`src/rtl/ula_registro_saida_if.sv`:
```
// Handshake and data bundle between the ULA mux, its output FIFO stage and the consumer.
// Both sides use valid/ready: a beat transfers on a rising edge where valid and ready are both high.
interface ula_registro_saida_if #(
    parameter int WIDTH = 4
);
    logic             in_valid;
    logic             in_ready;
    logic [WIDTH-1:0] RESULT;
    logic [2:0]       OP;
    logic             CARRY_IN;
    logic             OVF_IN;
    logic             out_valid;
    logic             out_ready;
    logic [WIDTH-1:0] OUT_Y;
    logic [2:0]       OUT_OP;
    logic             FLAG_Z;
    logic             FLAG_N;
    logic             FLAG_C;
    logic             FLAG_V;

    modport master (
        output in_valid, RESULT, OP, CARRY_IN, OVF_IN, out_ready,
        input  in_ready, out_valid, OUT_Y, OUT_OP, FLAG_Z, FLAG_N, FLAG_C, FLAG_V
    );

    modport slave (
        input  in_valid, RESULT, OP, CARRY_IN, OVF_IN, out_ready,
        output in_ready, out_valid, OUT_Y, OUT_OP, FLAG_Z, FLAG_N, FLAG_C, FLAG_V
    );
endinterface

```
`src/rtl/ula_registro_saida.sv`:
```
// ULA output stage: small FIFO capturing result, opcode and Z/N/C/V flags.
// Optional ULA_FLAGS_STICKY_EN adds a sticky overflow indicator (STICKY_V, cleared by sticky_clr).
module ula_registro_saida #(
    parameter int WIDTH = 4,
    parameter int DEPTH = 2
) (
    input  logic clk,
    input  logic rst_n,
    input  logic flush,
`ifdef ULA_FLAGS_STICKY_EN
    input  logic sticky_clr,
    output logic STICKY_V,
`endif
    ula_registro_saida_if.slave bus
);
    localparam int AW = (DEPTH > 1) ? $clog2(DEPTH) : 1;

    logic [WIDTH-1:0] mem_y   [DEPTH];
    logic [2:0]       mem_op  [DEPTH];
    logic [3:0]       mem_flg [DEPTH];  // {Z, N, C, V}

    logic [AW-1:0] wr_ptr;
    logic [AW-1:0] rd_ptr;
    logic [AW:0]   count;
    logic          push;
    logic          pop;
    logic [3:0]    head_flg;

    assign bus.in_ready  = (count != DEPTH[AW:0]);
    assign bus.out_valid = (count != '0);
    assign push = bus.in_valid & bus.in_ready & ~flush;
    assign pop  = bus.out_valid & bus.out_ready & ~flush;

    always_ff @(posedge clk or negedge rst_n) begin
        if (!rst_n) begin
            wr_ptr <= '0;
            rd_ptr <= '0;
            count  <= '0;
        end else if (flush) begin
            wr_ptr <= '0;
            rd_ptr <= '0;
            count  <= '0;
        end else begin
            if (push) wr_ptr <= wr_ptr + 1'b1;
            if (pop)  rd_ptr <= rd_ptr + 1'b1;
            if (push && !pop)      count <= count + 1'b1;
            else if (pop && !push) count <= count - 1'b1;
        end
    end

    // Storage needs no reset: outputs are masked whenever the FIFO is empty.
    always_ff @(posedge clk) begin
        if (push) begin
            mem_y[wr_ptr]   <= bus.RESULT;
            mem_op[wr_ptr]  <= bus.OP;
            mem_flg[wr_ptr] <= {(bus.RESULT == '0), bus.RESULT[WIDTH-1], bus.CARRY_IN, bus.OVF_IN};
        end
    end

    assign head_flg   = bus.out_valid ? mem_flg[rd_ptr] : 4'b0000;
    assign bus.OUT_Y  = bus.out_valid ? mem_y[rd_ptr]  : '0;
    assign bus.OUT_OP = bus.out_valid ? mem_op[rd_ptr] : 3'd0;
    assign bus.FLAG_Z = head_flg[3];
    assign bus.FLAG_N = head_flg[2];
    assign bus.FLAG_C = head_flg[1];
    assign bus.FLAG_V = head_flg[0];

`ifdef ULA_FLAGS_STICKY_EN
    // Set takes priority over clear; flush leaves the indicator alone.
    always_ff @(posedge clk or negedge rst_n) begin
        if (!rst_n)                   STICKY_V <= 1'b0;
        else if (pop && head_flg[0])  STICKY_V <= 1'b1;
        else if (sticky_clr)          STICKY_V <= 1'b0;
    end
`endif
endmodule

```
`src/flat_wrapper.sv`:
```
// flat-port wrapper written by rule: the top's interface ports become plain ports
module ula_registro_saida_flat 
#(
    parameter int WIDTH = 4,
    parameter int DEPTH = 2
)
  (clk, rst_n, flush, bus_in_valid, bus_RESULT, bus_OP, bus_CARRY_IN, bus_OVF_IN, bus_out_ready, bus_in_ready, bus_out_valid, bus_OUT_Y, bus_OUT_OP, bus_FLAG_Z, bus_FLAG_N, bus_FLAG_C, bus_FLAG_V);
  ula_registro_saida_if #(.WIDTH(WIDTH)) bus_i ();
  input  logic clk;
  input  logic rst_n;
  input  logic flush;
  input wire logic [$bits(bus_i.in_valid)-1:0] bus_in_valid;
  input wire logic [$bits(bus_i.RESULT)-1:0] bus_RESULT;
  input wire logic [$bits(bus_i.OP)-1:0] bus_OP;
  input wire logic [$bits(bus_i.CARRY_IN)-1:0] bus_CARRY_IN;
  input wire logic [$bits(bus_i.OVF_IN)-1:0] bus_OVF_IN;
  input wire logic [$bits(bus_i.out_ready)-1:0] bus_out_ready;
  output wire logic [$bits(bus_i.in_ready)-1:0] bus_in_ready;
  output wire logic [$bits(bus_i.out_valid)-1:0] bus_out_valid;
  output wire logic [$bits(bus_i.OUT_Y)-1:0] bus_OUT_Y;
  output wire logic [$bits(bus_i.OUT_OP)-1:0] bus_OUT_OP;
  output wire logic [$bits(bus_i.FLAG_Z)-1:0] bus_FLAG_Z;
  output wire logic [$bits(bus_i.FLAG_N)-1:0] bus_FLAG_N;
  output wire logic [$bits(bus_i.FLAG_C)-1:0] bus_FLAG_C;
  output wire logic [$bits(bus_i.FLAG_V)-1:0] bus_FLAG_V;
  assign bus_i.in_valid = bus_in_valid;
  assign bus_i.RESULT = bus_RESULT;
  assign bus_i.OP = bus_OP;
  assign bus_i.CARRY_IN = bus_CARRY_IN;
  assign bus_i.OVF_IN = bus_OVF_IN;
  assign bus_i.out_ready = bus_out_ready;
  assign bus_in_ready = bus_i.in_ready;
  assign bus_out_valid = bus_i.out_valid;
  assign bus_OUT_Y = bus_i.OUT_Y;
  assign bus_OUT_OP = bus_i.OUT_OP;
  assign bus_FLAG_Z = bus_i.FLAG_Z;
  assign bus_FLAG_N = bus_i.FLAG_N;
  assign bus_FLAG_C = bus_i.FLAG_C;
  assign bus_FLAG_V = bus_i.FLAG_V;
  ula_registro_saida #(.WIDTH(WIDTH), .DEPTH(DEPTH)) u_core (.clk(clk), .rst_n(rst_n), .flush(flush), .bus(bus_i));
endmodule
```
`config.mk`:
```
export PLATFORM = sky130hd
export DESIGN_NAME = ula_registro_saida_flat
export DESIGN_NICKNAME = d
export VERILOG_FILES = /design/src/rtl/ula_registro_saida_if.sv /design/src/rtl/ula_registro_saida.sv /design/src/flat_wrapper.sv
export SDC_FILE = /design/constraint.sdc
export NUM_CORES = 1
export LEC_CHECK = 0
export BUFFER_PORTS_ARGS = -buffer_cell sky130_fd_sc_hd__buf_2
export CAP_MARGIN = 20
export CORE_ASPECT_RATIO = 0.9
export CORE_MARGIN = 5
export CORE_UTILIZATION = 35
export CTS_CLUSTER_DIAMETER = 50
export DETAILED_ROUTE_END_ITERATION = 16
export PLACE_DENSITY = 0.55
export SLEW_MARGIN = 20
export SYNTH_ARGS = -nofsm -noshare
export SYNTH_HDL_FRONTEND = slang
export SYNTH_SLANG_ARGS = --single-unit
```
`constraint.sdc`:
```
create_clock -name clk -period 2.8 [get_ports clk]
set_clock_uncertainty 0.1 [all_clocks]
set_input_delay 0 -clock clk [delete_from_list [all_inputs] [get_ports clk]]
set_output_delay 0 -clock clk [all_outputs]
set_load 0.02 [all_outputs]
```
==> out/results.txt, run 1 <==
The flow ran to the end, and the final reports show no timing, DRC or antenna violations. The number of nets still failing antenna checks after routing was 0; the total count of max-transition violations in the final report was 0. The routed design has 1800 microns of wire. The post-route fraction of the period consumed by the critical path came out at 0.676. In the routed design, unresolved DRC markers number 0. Derived from the worst setup path, the maximum achievable clock frequency is 0.528 GHz. The number of levels in the clock H-tree came out at 1.

After synthesis, the cell types taking the most area are edfxtp_1, mux2i_1, dfrtp_1. Clock latency on the worst-skew pair, taken at its later pin, is 0.29 ns. The remaining global-route overflow is 0. The overall die width was 66.2 microns.

After detailed routing, the wire length on met1 is 820 microns. The worst setup path category was reg -> reg. The cell area reported after detailed placement was 1180 sq um. The worst setup path is launched from a flip-flop. The most used flip-flop cell after synthesis is edfxtp_1. For the worst flop-to-flop path, the logic depth is 4. Post-detailed-route via-to-cell ratio: 4.22.

Clock tree synthesis selected as its root buffer the cell clkbuf_4. The number of nets in the finished design came out at 130. Highest signal layer in the routed design: met4. The path with the worst hold slack has its endpoint at u_core.mem_op[0][2]. At the pin with the least slew margin, the transition time is 0.774 ns. Hold timing on the final database bottoms out at a slack of 0.321 ns.

The initial core utilization is 0.362, and the number of instances on the worst hold path is 2. The area of the core was 2750 sq um. Synthesis produced 71 cells.

The normalized max-slew margin was 0.482; the fraction of final layout cells with drive strength greater than 1 was 0.304. The congestion estimate from routability-driven global placement came to 0.762. After synthesis the netlist holds a flip-flop and latch count of 24. In the final timing run, aggregate negative setup slack is 0 ns.

Setup slack closes at 0.907 ns. The area added between synthesis and finish was 36.2%; the number of synthesized flops with an enable pin was 20. 27 I/O pins were placed. The run gives 3 as the number of buffers inserted during clock tree synthesis. Post-placement worst setup slack: 0.895 ns. Once placement completed, the tool counted placed cells totaling 136. The post-route standard cell area excluding fillers was 1360 sq um. After clock tree synthesis, the clock-pin slew on the worst setup and hold paths is 0.12 ns. The maximum fanout along the worst path works out to 10. Wire segments on met2 add up to 863 microns in the final route. Buffers placed on the I/O ports in this run total 26. In this run the static leakage power is 0.000535 uW. The tools report the type of element capturing the critical path as a flip-flop.

The tools report the overall global routing resource usage as 0.100. The post-cts repair resize count is 0, and the register area share after synthesis is 0.704. The type of the worst min-delay path was in -> reg. For this block, the via count after detailed routing is 654. Setup repair after global routing left no endpoint under its margin. In this run the power density over the cells is 494 nW/um^2. The floorplan has 18 rows. Number of sinks handled by clock tree synthesis: 24. Fraction of post-synthesis cell area in the top cell type by area: 0.603. Yosys instantiated no cell more often than edfxtp_1.

The run gives 0 as the number of hold-slack violations in the final timing report. The worst register-to-register path ends at u_core.mem_flg[1][2]. The run gives 0 as the count of warnings emitted by yosys. The clock passes through at most 2 buffers. The via count of the first global-routing pass is 615. The endpoint required time on the critical path was 2.64 ns; the pin count of the biggest net entering global routing was 14.

The storage element area is 701 sq um. The first global-routing pass estimated 2930 microns of wire. The layout has 259 filler cells.

The number of antenna violations at the first check in global routing is 0. The tools report the half-perimeter wire length of the detailed placement result as 1290 microns. Counting instances in the post-synthesis netlist gives the leading cell types as edfxtp_1, nor2_1, mux2i_1. Max-cap violations in this run came to 0. The share of async-settable or async-resettable flops after synthesis works out to 0.167. In the final layout, the multi-input gates occupy 273 sq um. The count of final setup violators came out at 0. Hold path startpoint: bus_OP[2]. The mean instance size in the synthesized netlist is 14.0 sq um. In this run the post-CTS setup repair buffer count came out at 0. After detailed routing, the met3 layer carries 97 microns of wire. edfxtp_1 takes more of the synthesized area than any other cell. For the number of distinct library cell variants in the gate-level netlist after synthesis, the log shows 22. The routed design could run at a clock period as short as 1.89 ns. Setup slack on the worst reg-to-reg path comes out at 0.91 ns. The logs give 0 for the number of diodes and 996 sq um for the post-synthesis instance area. TritonCTS built the clock tree.

VDD sags by at most 0.277 mV. The startpoint identified for the worst register-to-register timing path is u_core.count[1]. The detailed router finished its first iteration with 4 violations. The logs give 85 for the post-synthesis net count and 1.73 ns for the worst endpoint data arrival time. The die area is 4010 sq um, and the routed length per instance is 11.6 microns. The number of non-filler instances in the completed layout was 155. From bottom edge to top edge, the die measures 60.6 microns. For this run, the detailed router's first-pass iteration total came to 3.
-- sequential cells by signal (all words and copies together) (netlist names) --
register	flops
u_core.wr_ptr	1
u_core.mem_op	6
u_core.rd_ptr	1
u_core.count	2
u_core.mem_flg	8
u_core.mem_y	6
-- where the power goes --
part | switching, uW | internal, uW | total, uW | leakage, uW
combinational | 57.8 | 52.1 | 110 | 0.000283
sequential | 13.2 | 402 | 416 | 0.000237
clock | 88.3 | 55.5 | 144 | 0.0000150
total | 159 | 510 | 669 | 0.000535
-- cells in the final DEF (no fill, tap or decap), types with 2 or more instances in the layout --
master	instances
inv_2	2
buf_2	26
a21oi_1	4
dfrtp_1	4
mux2i_1	11
clkbuf_4	3
nor2_1	12
dlygate4sd3_1	15
o21ai_0	2
edfxtp_1	20
buf_4	2
-- critical path: stages, from the launching register on --
cell and delay, ns:
dfrtp_1 0.45, nor2b_2 0.19, inv_2 0.07, nand2_1 0.07
nor3b_2 0.66
-- through the flow --
step            util  total power, uW
6_report       0.494              669
3_5_place_dp   0.429              519
2_1_floorplan      -              480
3_3_place_gp   0.429              518
5_1_grt        0.494              707
4_1_cts        0.494              679
-- cell type report --
type,count,share of cell area
Sequential cell,24,0.517
Timing Repair Buffer,43,0.218
Multi-Input combinational cell,41,0.201
Tap cell,40,0.0369
Clock buffer,4,0.0194
Inverter,3,0.00830
-- what timing repair did --
item                                   CTS  global route
hold buffers                            15             0
setup endpoints to repair                0             0
endpoints found under the hold margin   28             0
-- how the worst max path moves through the flow --
stage / start / endpoint / cells past startpoint / slack (ns)
2_1_floorplan: u_core.count[1] / u_core.mem_flg[1][0] / 4 / 0.71
3_5_place_dp: u_core.count[1] / u_core.mem_flg[1][1] / 4 / 0.89
4_1_cts: u_core.count[1] / u_core.mem_flg[1][2] / 4 / 0.88
3_3_place_gp: u_core.count[1] / u_core.mem_flg[1][1] / 4 / 0.94
6_report: u_core.count[1] / u_core.mem_flg[1][2] / 4 / 0.91
5_1_grt: u_core.count[0] / bus_FLAG_N / 3 / 0.77
-- cells by family after synthesis --
| group | Yosys count | share of synthesized area |
|---|---|---|
| flip-flops | 24 | 0.704 |
| AND/OR/NAND/NOR | 21 | 0.104 |
| multiplexers | 11 | 0.111 |
| AO/OA/AOI/OAI | 8 | 0.0452 |
| buffers and inverters | 6 | 0.0276 |
| XOR/XNOR | 1 | 0.00880 |
-- layer usage --
metal  vias up  track usage
met5         -            0
met4         0       0.0261
met3         2       0.0389
met2        13        0.165
met1       296        0.124
li1        343            -
(Power assumes the default switching activity.)
==> run 2, diff against run 1 <==
Clock period 2.8 ns to 2 ns, I/O delays scaled along.
==> run 2 against run 1 <==
Register-to-register slack got worse by 0.67 ns. Core utilization is 1.2 points higher. Setup slack lost 0.67 ns. Total power rose by 61%. Clock power rose by 140%. Sequential share of layout area down 1.3 points. Critical endpoint is now u_core.wr_ptr.
==> out/results.txt, run 2 (synthesized netlist as in run 1, its figures left out) <==
The post-detailed-route via-to-cell ratio is 4.43 (was 4.22). The remaining global-route overflow is 0 (unchanged). The number of primary I/O pins came out at 27 (unchanged).

Setup repair after global routing left no endpoint under its margin. Latest clock arrival within the worst-skew pair: 0.31 ns (was 0.29 ns). The number of nets still failing antenna checks after routing was 0 (unchanged); the global-route wire length before repair was 3200 microns (was 2930 microns).

The post-cts repair resize count came out at 0 (unchanged). The maximum vdd ir drop came out at 0.504 mV (was 0.277 mV). The die area is 4010 sq um (unchanged), and the total of max-cap violations is 0 (unchanged).

The tools report the instance count after placement with tap cells included as 137 (was 136). The overall die width is 66.2 microns (unchanged), and the area added between synthesis and finish is 39.6% (was 36.2%). The run finished with clean final reports. The half-perimeter wire length of the detailed placement result was 1340 microns (was 1290 microns).

The capture point of the worst reg-to-reg path is u_core.wr_ptr (was u_core.mem_flg[1][2]). Endpoint of the worst hold-timing path: u_core.mem_op[1][0] (was u_core.mem_op[0][2]). The number of instances on the worst hold path is 2 (unchanged). Type of the worst min-delay path: in -> reg (unchanged). The normalized max-slew margin was 0.599 (was 0.482). The most common cell after layout, fill and taps aside was buf_2 (unchanged). The tools report the type of element capturing the critical path as a flip-flop (unchanged).

The routed length per instance is 12.1 microns (was 11.6 microns), and the overall global routing resource usage is 0.105 (was 0.100). The number of nets in the finished design was 131 (was 130). The clock-pin slew reported for the worst setup and hold paths after clock tree synthesis works out to 0.13 ns (was 0.12 ns).

The tools report the total count of max-transition violations in the final report as 0 (unchanged). The tools report the startpoint of the most critical register-to-register path as u_core.count[1] (unchanged). The logs give 4 (was 3) for the number of optimization iterations in the first detailed-route pass and 0.24 ns (was 0.91 ns) for the minimum setup slack among reg-to-reg paths. The logs give 0 (unchanged) for the detailed-route DRC error count and 2.16 ns (was 2.64 ns) for the endpoint required time on the critical path. Post-route fraction of the period consumed by the critical path: 0.880 (was 0.676). The standard-cell row count came out at 18 (unchanged).

Number of sinks handled by clock tree synthesis: 24 (unchanged). The category of the worst setup path launch point is a flip-flop (unchanged). The number of antenna violations at the first check in global routing is 0 (unchanged). The worst endpoint data arrival time is 1.93 ns (was 1.73 ns), and the highest attainable clock frequency is 0.568 GHz (was 0.528 GHz). Worst setup path category: reg -> reg (unchanged). The final critical path time including I/O delays and setup was 1.76 ns (was 1.89 ns). Commonest non-fill, non-tap cells in the layout: buf_2, edfxtp_1, dlygate4sd3_1 (unchanged). The total power per unit cell area is 776 nW/um^2 (was 494 nW/um^2). Post-layout utilization of the core: 0.506 (was 0.494). The pin slew with the least headroom to its limit came out at 0.602 ns (was 0.774 ns).

The static power due to leakage was 0.000553 uW (was 0.000535 uW); the total number of vias was 691 (was 654). The number of cells on the worst reg-to-reg path works out to 4 (unchanged). The number of levels in the clock H-tree was 1 (unchanged). The fraction of final layout cells with drive strength greater than 1 works out to 0.319 (was 0.304).

The hold path startpoint was bus_OP[0] (was bus_OP[2]). The pin count of the biggest net entering global routing was 15 (was 14). TritonCTS built the clock tree. The global placement routability congestion was 0.791 (was 0.762); the count of final setup violators was 0 (unchanged). The number of buffers inserted during clock tree synthesis was 3 (unchanged). For the initial core utilization, the log shows 0.362 (unchanged).

The register ranked first by flip-flop count is u_core.mem_flg (unchanged). Largest registers: u_core.mem_flg (8), u_core.mem_op (6), u_core.mem_y (6) (unchanged). The DRC violation total after the first TritonRoute iteration came out at 31 (was 4). The die height came out at 60.6 microns (unchanged). The area of the core was 2750 sq um (unchanged). The number of hold-slack violations in the final timing report was 0 (unchanged); the aggregate routed wire length was 1890 microns (was 1800 microns).

The number of buffers between clock root and the deepest sink came out at 2 (unchanged). Number of non-filler instances in the completed layout: 156 (was 155). The number of flip-flops under the largest register name came out at 8 (unchanged).

The maximum fanout along the worst path is 6 (was 10). The run gives 691 (was 615) as the via count of the first global-routing pass. The tools report the buffer type at the clock tree root as clkbuf_4 (unchanged). The quantity of I/O buffers inserted on ports was 26 (unchanged); the number of diodes was 0 (unchanged).
[run 2: cell type report]
class / instances / area, sq um
fill: 249 / 1360
sequential: 24 / 701
timing repair buffer: 44 / 303
multi-input combinational: 41 / 273
tap: 40 / 50.0
clock inverter: 1 / 30.0
clock buffer: 3 / 22.5
inverter: 3 / 11.3
[run 2: where the power goes]
group          internal, uW  switching, uW
combinational          74.8           81.0
clock                   203            139
sequential              563           18.5
total                   841            238
[run 2: per-stage QoR]
step / setup slack [ns] / power, uW / setup TNS, ns / instance area [sq um] / hold WS (ns)
after floorplan: -0.00594 / 672 / -0.0594 / 1000 / -0.396
after CTS: 0.237 / 1090 / 0 / 1390 / 0.289
final: 0.239 / 1080 / 0 / 1390 / 0.302
after global placement: 0.502 / 727 / 0 / 1190 / -0.287
after global routing: 0.162 / 1130 / 0 / 1390 / 0.293
after detailed placement: 0.467 / 729 / 0 / 1190 / -0.288
[run 2: how the worst max path moves through the flow]
| stage | start | end | slack, ns | cells past startpoint |
|---|---|---|---|---|
| floorplan | u_core.count[1] | u_core.mem_flg[0][0] | -0.006 | 4 |
| global placement | u_core.count[1] | u_core.mem_op[1][2] | 0.50 | 5 |
| detailed placement | u_core.count[1] | u_core.mem_op[1][2] | 0.47 | 5 |
| CTS | u_core.count[1] | u_core.wr_ptr | 0.24 | 4 |
| global route | u_core.count[1] | u_core.wr_ptr | 0.16 | 4 |
| finish | u_core.count[1] | u_core.wr_ptr | 0.24 | 4 |
[run 2: repair_timing]
action                                 4_1_cts  5_1_grt
endpoints found under the hold margin       28        0
hold buffers                                15        0
setup buffers                                0        0
[run 2: metal layers]
metal,GRT usage,vias to the layer above,share of wire
li1,-,346,-
met1,0.125,326,0.43
met2,0.188,17,0.50
met3,0.0333,2,0.065
met4,0.0261,0,0.011
met5,0,-,0
[run 2: worst max-delay path, cell delays in order (launching register included)]
cell           delay, ns
dfrtp_1             0.45
nor2b_2             0.19
or3_1               0.30
a21oi_1             0.13
dlygate4sd3_1       0.55
